$ cat src/rtl/divisor_arbiter.sv
`default_nettype none
// ============================================================================
// Module      : divisor_arbiter
// Description : Round-robin front end that shares one Divisor datapath among
//               NREQ requesters. Latches the winner's operands, pulses the
//               divider start, waits for the done rising edge (or a watchdog
//               timeout), and returns quotient/remainder/error to the owner.
//               A zero divisor is answered directly without starting the
//               divider.
// Revision    : 1.0 - initial release
// ============================================================================
module divisor_arbiter #(
    parameter int NREQ    = 4,
    parameter int W       = 8,
    parameter int TIMEOUT = 64
) (
    input  logic              CLK,
    input  logic              RST,
    input  logic [NREQ-1:0]   req,
    input  logic [NREQ*W-1:0] num_in,
    input  logic [NREQ*W-1:0] den_in,
    output logic [NREQ-1:0]   gnt,
    output logic [NREQ-1:0]   rsp_valid,
    output logic [W-1:0]      rsp_coc,
    output logic [W-1:0]      rsp_res,
    output logic              rsp_er,
    output logic              busy,
    output logic              div_start,
    output logic [W-1:0]      div_num,
    output logic [W-1:0]      div_den,
    input  logic              div_done,
    input  logic              div_er,
    input  logic [W-1:0]      div_coc,
    input  logic [W-1:0]      div_res
);

    localparam int c_PW = $clog2(NREQ);
    localparam int c_SW = c_PW + 1;
    localparam int c_TW = $clog2(TIMEOUT) + 1;

    localparam logic [1:0] c_IDLE  = 2'd0;
    localparam logic [1:0] c_ISSUE = 2'd1;
    localparam logic [1:0] c_WAIT  = 2'd2;
    localparam logic [1:0] c_RESP  = 2'd3;

    // State and registered outputs
    logic [1:0]      r_state;
    logic [c_PW-1:0] r_ptr;
    logic [c_PW-1:0] r_owner;
    logic [c_TW-1:0] r_timer;
    logic            r_done_q;
    logic [NREQ-1:0] r_gnt;
    logic [NREQ-1:0] r_rsp_valid;
    logic [W-1:0]    r_rsp_coc;
    logic [W-1:0]    r_rsp_res;
    logic            r_rsp_er;
    logic            r_busy;
    logic            r_div_start;
    logic [W-1:0]    r_div_num;
    logic [W-1:0]    r_div_den;

    // Next-state values
    logic [1:0]      w_state;
    logic [c_PW-1:0] w_ptr;
    logic [c_PW-1:0] w_owner;
    logic [c_TW-1:0] w_timer;
    logic [NREQ-1:0] w_gnt;
    logic [NREQ-1:0] w_rsp_valid;
    logic [W-1:0]    w_rsp_coc;
    logic [W-1:0]    w_rsp_res;
    logic            w_rsp_er;
    logic            w_busy;
    logic            w_div_start;
    logic [W-1:0]    w_div_num;
    logic [W-1:0]    w_div_den;

    // Arbitration helpers
    logic            w_found;
    logic [c_PW-1:0] w_winner;
    logic [c_SW-1:0] w_sum;
    logic [W-1:0]    w_sel_num;
    logic [W-1:0]    w_sel_den;
    logic            w_done_rise;

    assign gnt       = r_gnt;
    assign rsp_valid = r_rsp_valid;
    assign rsp_coc   = r_rsp_coc;
    assign rsp_res   = r_rsp_res;
    assign rsp_er    = r_rsp_er;
    assign busy      = r_busy;
    assign div_start = r_div_start;
    assign div_num   = r_div_num;
    assign div_den   = r_div_den;

    assign w_done_rise = div_done & ~r_done_q;
    assign w_sel_num   = num_in[int'(w_winner)*W +: W];
    assign w_sel_den   = den_in[int'(w_winner)*W +: W];

    // Round-robin search: first requesting index at or above ptr, wrapping to 0
    always_comb begin
        w_found  = 1'b0;
        w_winner = '0;
        w_sum    = '0;
        for (int k = 0; k < NREQ; k++) begin
            w_sum = {1'b0, r_ptr} + c_SW'(k);
            if (w_sum >= c_SW'(NREQ)) begin
                w_sum = w_sum - c_SW'(NREQ);
            end
            if (!w_found && req[w_sum[c_PW-1:0]]) begin
                w_found  = 1'b1;
                w_winner = w_sum[c_PW-1:0];
            end
        end
    end

    // Next-state and next-output logic; every output is registered, so the
    // value computed here appears on the port one cycle later
    always_comb begin
        w_state     = r_state;
        w_ptr       = r_ptr;
        w_owner     = r_owner;
        w_timer     = r_timer;
        w_gnt       = '0;
        w_rsp_valid = '0;
        w_div_start = 1'b0;
        w_rsp_coc   = r_rsp_coc;
        w_rsp_res   = r_rsp_res;
        w_rsp_er    = r_rsp_er;
        w_div_num   = r_div_num;
        w_div_den   = r_div_den;
        case (r_state)
            c_IDLE: begin
                if (w_found) begin
                    w_owner          = w_winner;
                    w_div_num        = w_sel_num;
                    w_div_den        = w_sel_den;
                    w_gnt[w_winner]  = 1'b1;
                    if (w_sel_den == '0) begin
                        // Divide-by-zero never reaches the divider
                        w_state   = c_RESP;
                        w_rsp_er  = 1'b1;
                        w_rsp_coc = '0;
                        w_rsp_res = '0;
                    end else begin
                        w_state = c_ISSUE;
                    end
                end
            end
            c_ISSUE: begin
                w_div_start = 1'b1;
                w_timer     = '0;
                w_state     = c_WAIT;
            end
            c_WAIT: begin
                if (w_done_rise) begin
                    w_rsp_coc = div_coc;
                    w_rsp_res = div_res;
                    w_rsp_er  = div_er;
                    w_state   = c_RESP;
                end else if (r_timer == c_TW'(TIMEOUT - 1)) begin
                    // Watchdog: release the owner with an all-ones error result
                    w_rsp_er  = 1'b1;
                    w_rsp_coc = '1;
                    w_rsp_res = '1;
                    w_state   = c_RESP;
                end else begin
                    w_timer = r_timer + 1'b1;
                end
            end
            c_RESP: begin
                w_rsp_valid[r_owner] = 1'b1;
                w_ptr   = (r_owner == c_PW'(NREQ - 1)) ? '0 : r_owner + 1'b1;
                w_state = c_IDLE;
            end
            default: begin
                w_state = c_IDLE;
            end
        endcase
        w_busy = (w_state != c_IDLE);
    end

    // State and output registers with asynchronous reset
    always_ff @(posedge CLK or posedge RST) begin
        if (RST) begin
            r_state     <= c_IDLE;
            r_ptr       <= '0;
            r_owner     <= '0;
            r_timer     <= '0;
            r_done_q    <= 1'b0;
            r_gnt       <= '0;
            r_rsp_valid <= '0;
            r_rsp_coc   <= '0;
            r_rsp_res   <= '0;
            r_rsp_er    <= 1'b0;
            r_busy      <= 1'b0;
            r_div_start <= 1'b0;
            r_div_num   <= '0;
            r_div_den   <= '0;
        end else begin
            r_state     <= w_state;
            r_ptr       <= w_ptr;
            r_owner     <= w_owner;
            r_timer     <= w_timer;
            r_done_q    <= div_done;
            r_gnt       <= w_gnt;
            r_rsp_valid <= w_rsp_valid;
            r_rsp_coc   <= w_rsp_coc;
            r_rsp_res   <= w_rsp_res;
            r_rsp_er    <= w_rsp_er;
            r_busy      <= w_busy;
            r_div_start <= w_div_start;
            r_div_num   <= w_div_num;
            r_div_den   <= w_div_den;
        end
    end

endmodule
`default_nettype wire

$ cat config.mk
export PLATFORM = sky130hd
export DESIGN_NAME = divisor_arbiter
export DESIGN_NICKNAME = d
export VERILOG_FILES = /design/src/rtl/divisor_arbiter.sv
export SDC_FILE = /design/constraint.sdc
export NUM_CORES = 1
export LEC_CHECK = 0
export CORE_MARGIN = 2
export CORE_UTILIZATION = 38
export CTS_CLUSTER_DIAMETER = 50
export CTS_CLUSTER_SIZE = 16
export DETAILED_ROUTE_END_ITERATION = 7
export PLACE_DENSITY = 0.84
export SETUP_SLACK_MARGIN = 0.2
export SLEW_MARGIN = 30
export SYNTH_ARGS = -nofsm -noshare
export SYNTH_HDL_FRONTEND = slang
export SYNTH_SLANG_ARGS = --single-unit
$ cat constraint.sdc
create_clock -name CLK -period 2.67 [get_ports CLK]
set_input_delay 0.267 -clock CLK [delete_from_list [all_inputs] [get_ports CLK]]
set_output_delay 0.267 -clock CLK [all_outputs]
set_load 0.01 [all_outputs]
======== Word level (Yosys, flattened, before mapping) ========
Cells that the tools add are included.
word-level totals
  bits in registers ....................... 57
  output and inout bits ................... 43
  logic and storage cells ................. 114
cells by class
  add/subtract/negate cells ............... 9
  magnitude comparators ................... 12
  equal/unequal tests ..................... 10
  shift operators ......................... 2
  muxes and demuxes ....................... 49
  bitwise gates (word level) .............. 2
  reduce and logical (&&, ||, !) cells .... 16
operators with widths
  kind                                                                count
  variable part select 32 x 6 -> 8 bit                                2
  two-way mux 8 bit                                                   5
  one-hot mux 8 bit (2 select lines)                                  2
  two-way mux 2 bit                                                   13
  less-than comparator 2 x 3 -> 1 bit (second input constant)         6
  two-way mux 1 bit                                                   15
  two-way mux 7 bit                                                   2
  one-hot mux 7 bit (2 select lines)                                  1
  two-way mux 4 bit                                                   3
  greater-or-equal comparator 3 bit (second input constant)           3
  binary-select mux 1 bit (select 2 bit)                              4
  zero test 8 bit                                                     1
  != test 2 bit (second input constant)                               4
  one-hot mux 2 bit (4 select lines)                                  1
  subtractor 2 x 1 -> 2 bit (second input constant)                   4
  adder 7 x 1 -> 7 bit (second input constant)                        1
  == test 7 x 6 -> 1 bit (second input constant)                      1
  adder 2 x 2 -> 3 bit (second input constant)                        2
  == test 2 bit (second input constant)                               3
  nonzero test 2 bit                                                  3
  logical AND 1 bit                                                   5
  demux 1 bit (select 2 bit)                                          2
  greater-or-equal comparator 2 x 1 -> 1 bit (second input constant)  2
  AND reduction 4 bit                                                 1
  other kinds (12)                                                    14

======== Depth between registers and ports, before layout ========
  depth after elaboration ................. 20
  gate-level depth with buffers ........... 13
  gate-level depth less buffers ........... 9

======== Least setup slack after synthesis ========
OpenSTA, ideal clock, no wires.
  path kind ............................... register to register
  start ................................... register r_ptr[1]
  end ..................................... register r_rsp_er (netlist: rsp_er)
  setup time .............................. 82 ps
  arrival ................................. 2542 ps
  path slack .............................. 46 ps
  stages on the path, launching flop included .. 14
  period minus slack after synthesis ...... 2624 ps
  cell sequence ........................... dfrtp_1 -> a21oi_1 -> o21ai_1 -> o2bb2a_1 -> buf_6 -> buf_6 -> mux2i_1 -> mux2_2 -> nand2_1 -> or3_1 -> a21o_1 -> buf_6 -> buf_6 -> a22oi_2
on the way
  word-level cells in the longest chain between the ends .. 18
  elaborated cells on any way between the ends .. 42
  classes of those cells .................. 7 x add/sub; 4 x order compare; 2 x eq/ne; 1 x shift; 20 x mux; 8 x reduce/logical
ends and longest elaborated chain
  what                                                           line  RTL
  start: declaration                                             48    logic [c_PW-1:0] r_ptr;
  start signal: assignment                                       201   r_ptr <= w_ptr;
  branches (longest 17 deep; another with adder 2 x 1 -> 3 bit)  n/a
  AND reduction 4 bit (no source line) *                         n/a
  end signal: assignment                                         209   r_rsp_er <= w_rsp_er;
  end: declaration                                               56    logic r_rsp_er;
Every way passes the cells marked *. The select of a mux whose other input is x is not followed.
A chain may end at the register's enable or synchronous reset.

======== Worst setup path after layout ========
  start ................................... input req[0]
  end ..................................... register r_rsp_res[4] (netlist: rsp_res[4])
on the way
  word-level cells in the longest chain between the ends .. 16
  elaborated cells on any way between the ends .. 27
  classes of those cells .................. 2 x eq/ne; 1 x shift; 16 x mux; 8 x reduce/logical
ends and longest elaborated chain
  what                                     line  RTL
  start: declaration                       19    input logic [NREQ-1:0] req,
  binary-select mux 1 bit (select 2 bit)   109   if (!w_found && req[w_sum[c_PW-1:0]]) begin
  two-way mux 1 bit (implied by the code)  109
  two-way mux 1 bit                        109
  zero test 1 bit                          109
  logical AND 1 bit                        109
  two-way mux 1 bit                        109
  zero test 1 bit                          109
  logical AND 1 bit                        109
  two-way mux 1 bit                        109
  zero test 1 bit                          109
  logical AND 1 bit                        109
  two-way mux 2 bit                        109
  variable part select 32 x 6 -> 8 bit     97    assign w_sel_den = den_in[int'(w_winner)*W +: W];
  zero test 8 bit                          138   if (w_sel_den == '0) begin
  != test 2 bit (no source line)           n/a
  AND reduction 4 bit (no source line) *   n/a
  end signal: assignment                   208   r_rsp_res <= w_rsp_res;
  end: declaration                         55    logic [W-1:0] r_rsp_res;
Mark *: on every way between the ends. The rest lies on a longest branch, timed or not. The select of a mux whose other input is x is not followed.

==> results.md <==
* Run status: finished, final reports clean
* DR vias at 2675
* Most common cell after layout, fill and taps aside: clkdlybuf4s50_1
* # clock sinks at 57
* DRC Markers at 0
* Clock latency on the worst-skew pair at 0.32 ns
* Total area of sequential cells at 1428 µm²
* Max incr delay on CP at 0.47 ns
* Core area at 7727 µm²
* Nets at 531
* RSZ-0062 raised after global routing: true
* Mapped cell area at 3037 µm²
* Netlist cell types at 35
* VDD IR max at 0.0006338 V
* R2R depth at 11
* # rows at 32
* # port buffers at 130
* Share of async-settable or async-resettable flops after synthesis at 100.0%
* Most frequent CP cell: mux2i_2
* MaxCap Viol Count at 0
* Flop2flop setup slack at 0.11 ns
* Dpl cell area at 4561 µm²
* Synth Register Bits at 57
* Initial DRT Pass Iterations at 4
* Gate count of the mapped netlist at 291
* Layout Skew at 0.009106 ns
* Register area share after synthesis at 46.97%
* CP startpoint: req[0]
* Final setup vio count at 0
* Clock Tree Root: clkbuf_8
* DRT iter0 DRCs at 70
* CP max stage cell: clkdlybuf4s50_1
* Final ANT Viol Nets at 0
* Global-route wire length before repair at 12490 µm
* CP arrival at 2.75 ns
* Cts hold-fix bufs at 0
* Number of global-route vias before repair at 2765
* Footprint of the multi-input gates at 1475 µm²
* Crit path kind: in2reg
* Max Buffers Root-to-Sink at 2
* Layout cells sized above 1 at 12.56%
* Final instance area at 4831 µm²
* Synth area leaders: dfrtp_1 47%, mux2i_1 14%, o21ai_0 5.3%
* Routability-driven placement congestion ratio at 0.7918
* Crit end category: flop
* Pre-CTS setup slack at -0.2570 ns
* Global-route usage over all layers at 18.18%
* Antenna Cells at 0
* Antenna violations before repair at 0
* Synth top area share at 46.97%
* Total CTS buffers at 9
* Max-slew violations at 0
* Fillers at 600
* Crit path required time at 2.85 ns
* Worst-path maximum fanout at 17
* YS warnings at 0
* CP startpoint kind: input port
* Die Height at 93.40 µm
* Reg-to-reg endpoint: rsp_res[4]$_DFFE_PP0P_
* Syn_area_per_cell at 10.44 µm²
* Worst Hold Class: in2async
* Fmax at 389.3 MHz
* Via density per instance at 4.954
* Pin count of the biggest net entering global routing at 36
* Ports at 131
* Power density over cell area at 983.9 nW/µm²
* Tcrit/Tclk final at 96.19%
* Initial Util at 39.30%
* Post-synth EDFFs at 0
* Synth area leader: dfrtp_1
* Syn Nets at 389
* TritonCTS clock tree: done
* P_leak at 2.183 nW
* Area delta synth->final at 59.09%
* Die Area at 8723 µm²
* Worst reg2reg startpoint: r_ptr[1]$_DFFE_PP0P_
* Drt wl/cell at 13.81 µm
* WL final at 7455 µm
* Die X at 93.40 µm
* Most frequent cells in the layout: 130 x clkdlybuf4s50_1, 56 x dfrtp_1, 36 x mux2i_1, 32 x o21ai_0, 24 x inv_1
* Worst-Margin Slew at 0.5860 ns
* Final HPWL DP at 5759 µm
* Grt ovf at 0
* Worst-path clk slew at 0.07 ns
* Critical path cell sequence: clkdlybuf4s50_1, a21oi_2, o21ai_2, o2bb2a_4, buf_8, mux2i_2, mux2_2, nand3_1, or3_4, a21o_1, buf_12, mux2i_2
* Final hold violation count at 0
* Rel. slew slack at 60.88%
* Worst Setup Slack, final at 0.1016 ns
* Min Tclk post-route at 2.568 ns
* H-tree Lvls at 3
* Main synth FF type: dfrtp_1
[power breakdown]
group	leakage, nW	internal, mW	total, mW	switching, mW
logic	1.35	1.37	2.52	1.15
clock network	0.107	0.507	0.822	0.315
registers	0.723	1.21	1.41	0.203
[through the flow]
step                      std cells  utilization, %  hold WS (ns)  TNS, ns  total power, mW
after detailed placement        522           59.02        0.4684   -4.445            3.885
after global routing            540           62.52        0.3782        0            5.118
after floorplan                 291               -        0.2984        0            2.854
after global placement          522           59.02        0.4661   -2.559            3.791
after CTS                       540           62.18        0.3496        0            4.768
final                           540           62.52        0.3342        0            4.753
[layout make-up]
class                      instances  share of cell area [%]
timing repair buffer             147                   31.03
multi-input combinational        193                   30.54
sequential                        57                   29.55
clock buffer                      14                   3.574
tap                              102                   2.642
inverter                          25                   1.943
clock inverter                     2                  0.7252
[kinds of logic (layout without fill, tap and decap cells)]
logic type / count (synthesis) / after routing / synth area share, %
flip-flops: 57 / 57 / 46.97
multiplexers: 51 / 51 / 17.22
AO/OA/AOI/OAI: 70 / 70 / 15.04
buffers and inverters: 41 / 188 / 6.057
AND/OR/NAND/NOR: 59 / 59 / 9.724
XOR/XNOR: 3 / 3 / 0.8654
adder cells (fa/ha/maj): 10 / 10 / 4.120
[cells in the mapped netlist (all sizes together), types with 2 or more instances]
library cell  instances
a21o                  9
nand2b                2
clkbuf               11
nor3                  3
mux2i                41
nand2                19
ha                   10
mux2                 10
nor2b                10
nand3                 4
xor2                  3
nand4                 3
nor2                  8
or3                   2
dfrtp                57
inv                  25
and2                  4
o21ai                33
a211oi               16
a21oi                 5
buf                   5
[sequential cells by signal, summed over array words and instances, names as in the netlist, 2 cells and up]
register and cells:
div_den 8, div_num 8, gnt 4, r_owner 2
r_ptr 2, r_state 2, r_timer 7, rsp_coc 8
rsp_res 8, rsp_valid 4
[what timing repair did]
item	in CTS	in global routing
setup endpoints to repair	19	19
pin swaps	0	2
buffers inserted	2	0
resized for setup	6	7
[critical path, delay by kind of cell]
kind	cells	cell delay, ns
compound gates	4	0.66
buf+inv	3	0.79
mux	3	0.58
simple gates	2	0.44
[layer usage]
metal  GRT usage, %  up-vias  share of wire [%]
met5              0        -                  0
li1               -     1303                  -
met3          5.157       10                8.9
met2          30.76      122                 48
met1          21.70     1240                 41
met4          7.475        0                1.5
[worst max path at each step]
stage                                   to  cells past startpoint  slack (ns)
finish              rsp_res[4]$_DFFE_PP0P_                     12        0.10
detailed placement  rsp_res[0]$_DFFE_PP0P_                     12       -0.26
global placement        rsp_er$_DFFE_PP0P_                     12       -0.15
floorplan               rsp_er$_DFFE_PP0P_                     13        0.10
global route        rsp_res[4]$_DFFE_PP0P_                     11        0.01
CTS                 rsp_res[4]$_DFFE_PP0P_                     11        0.13
Power figures use the tool's default switching activity.
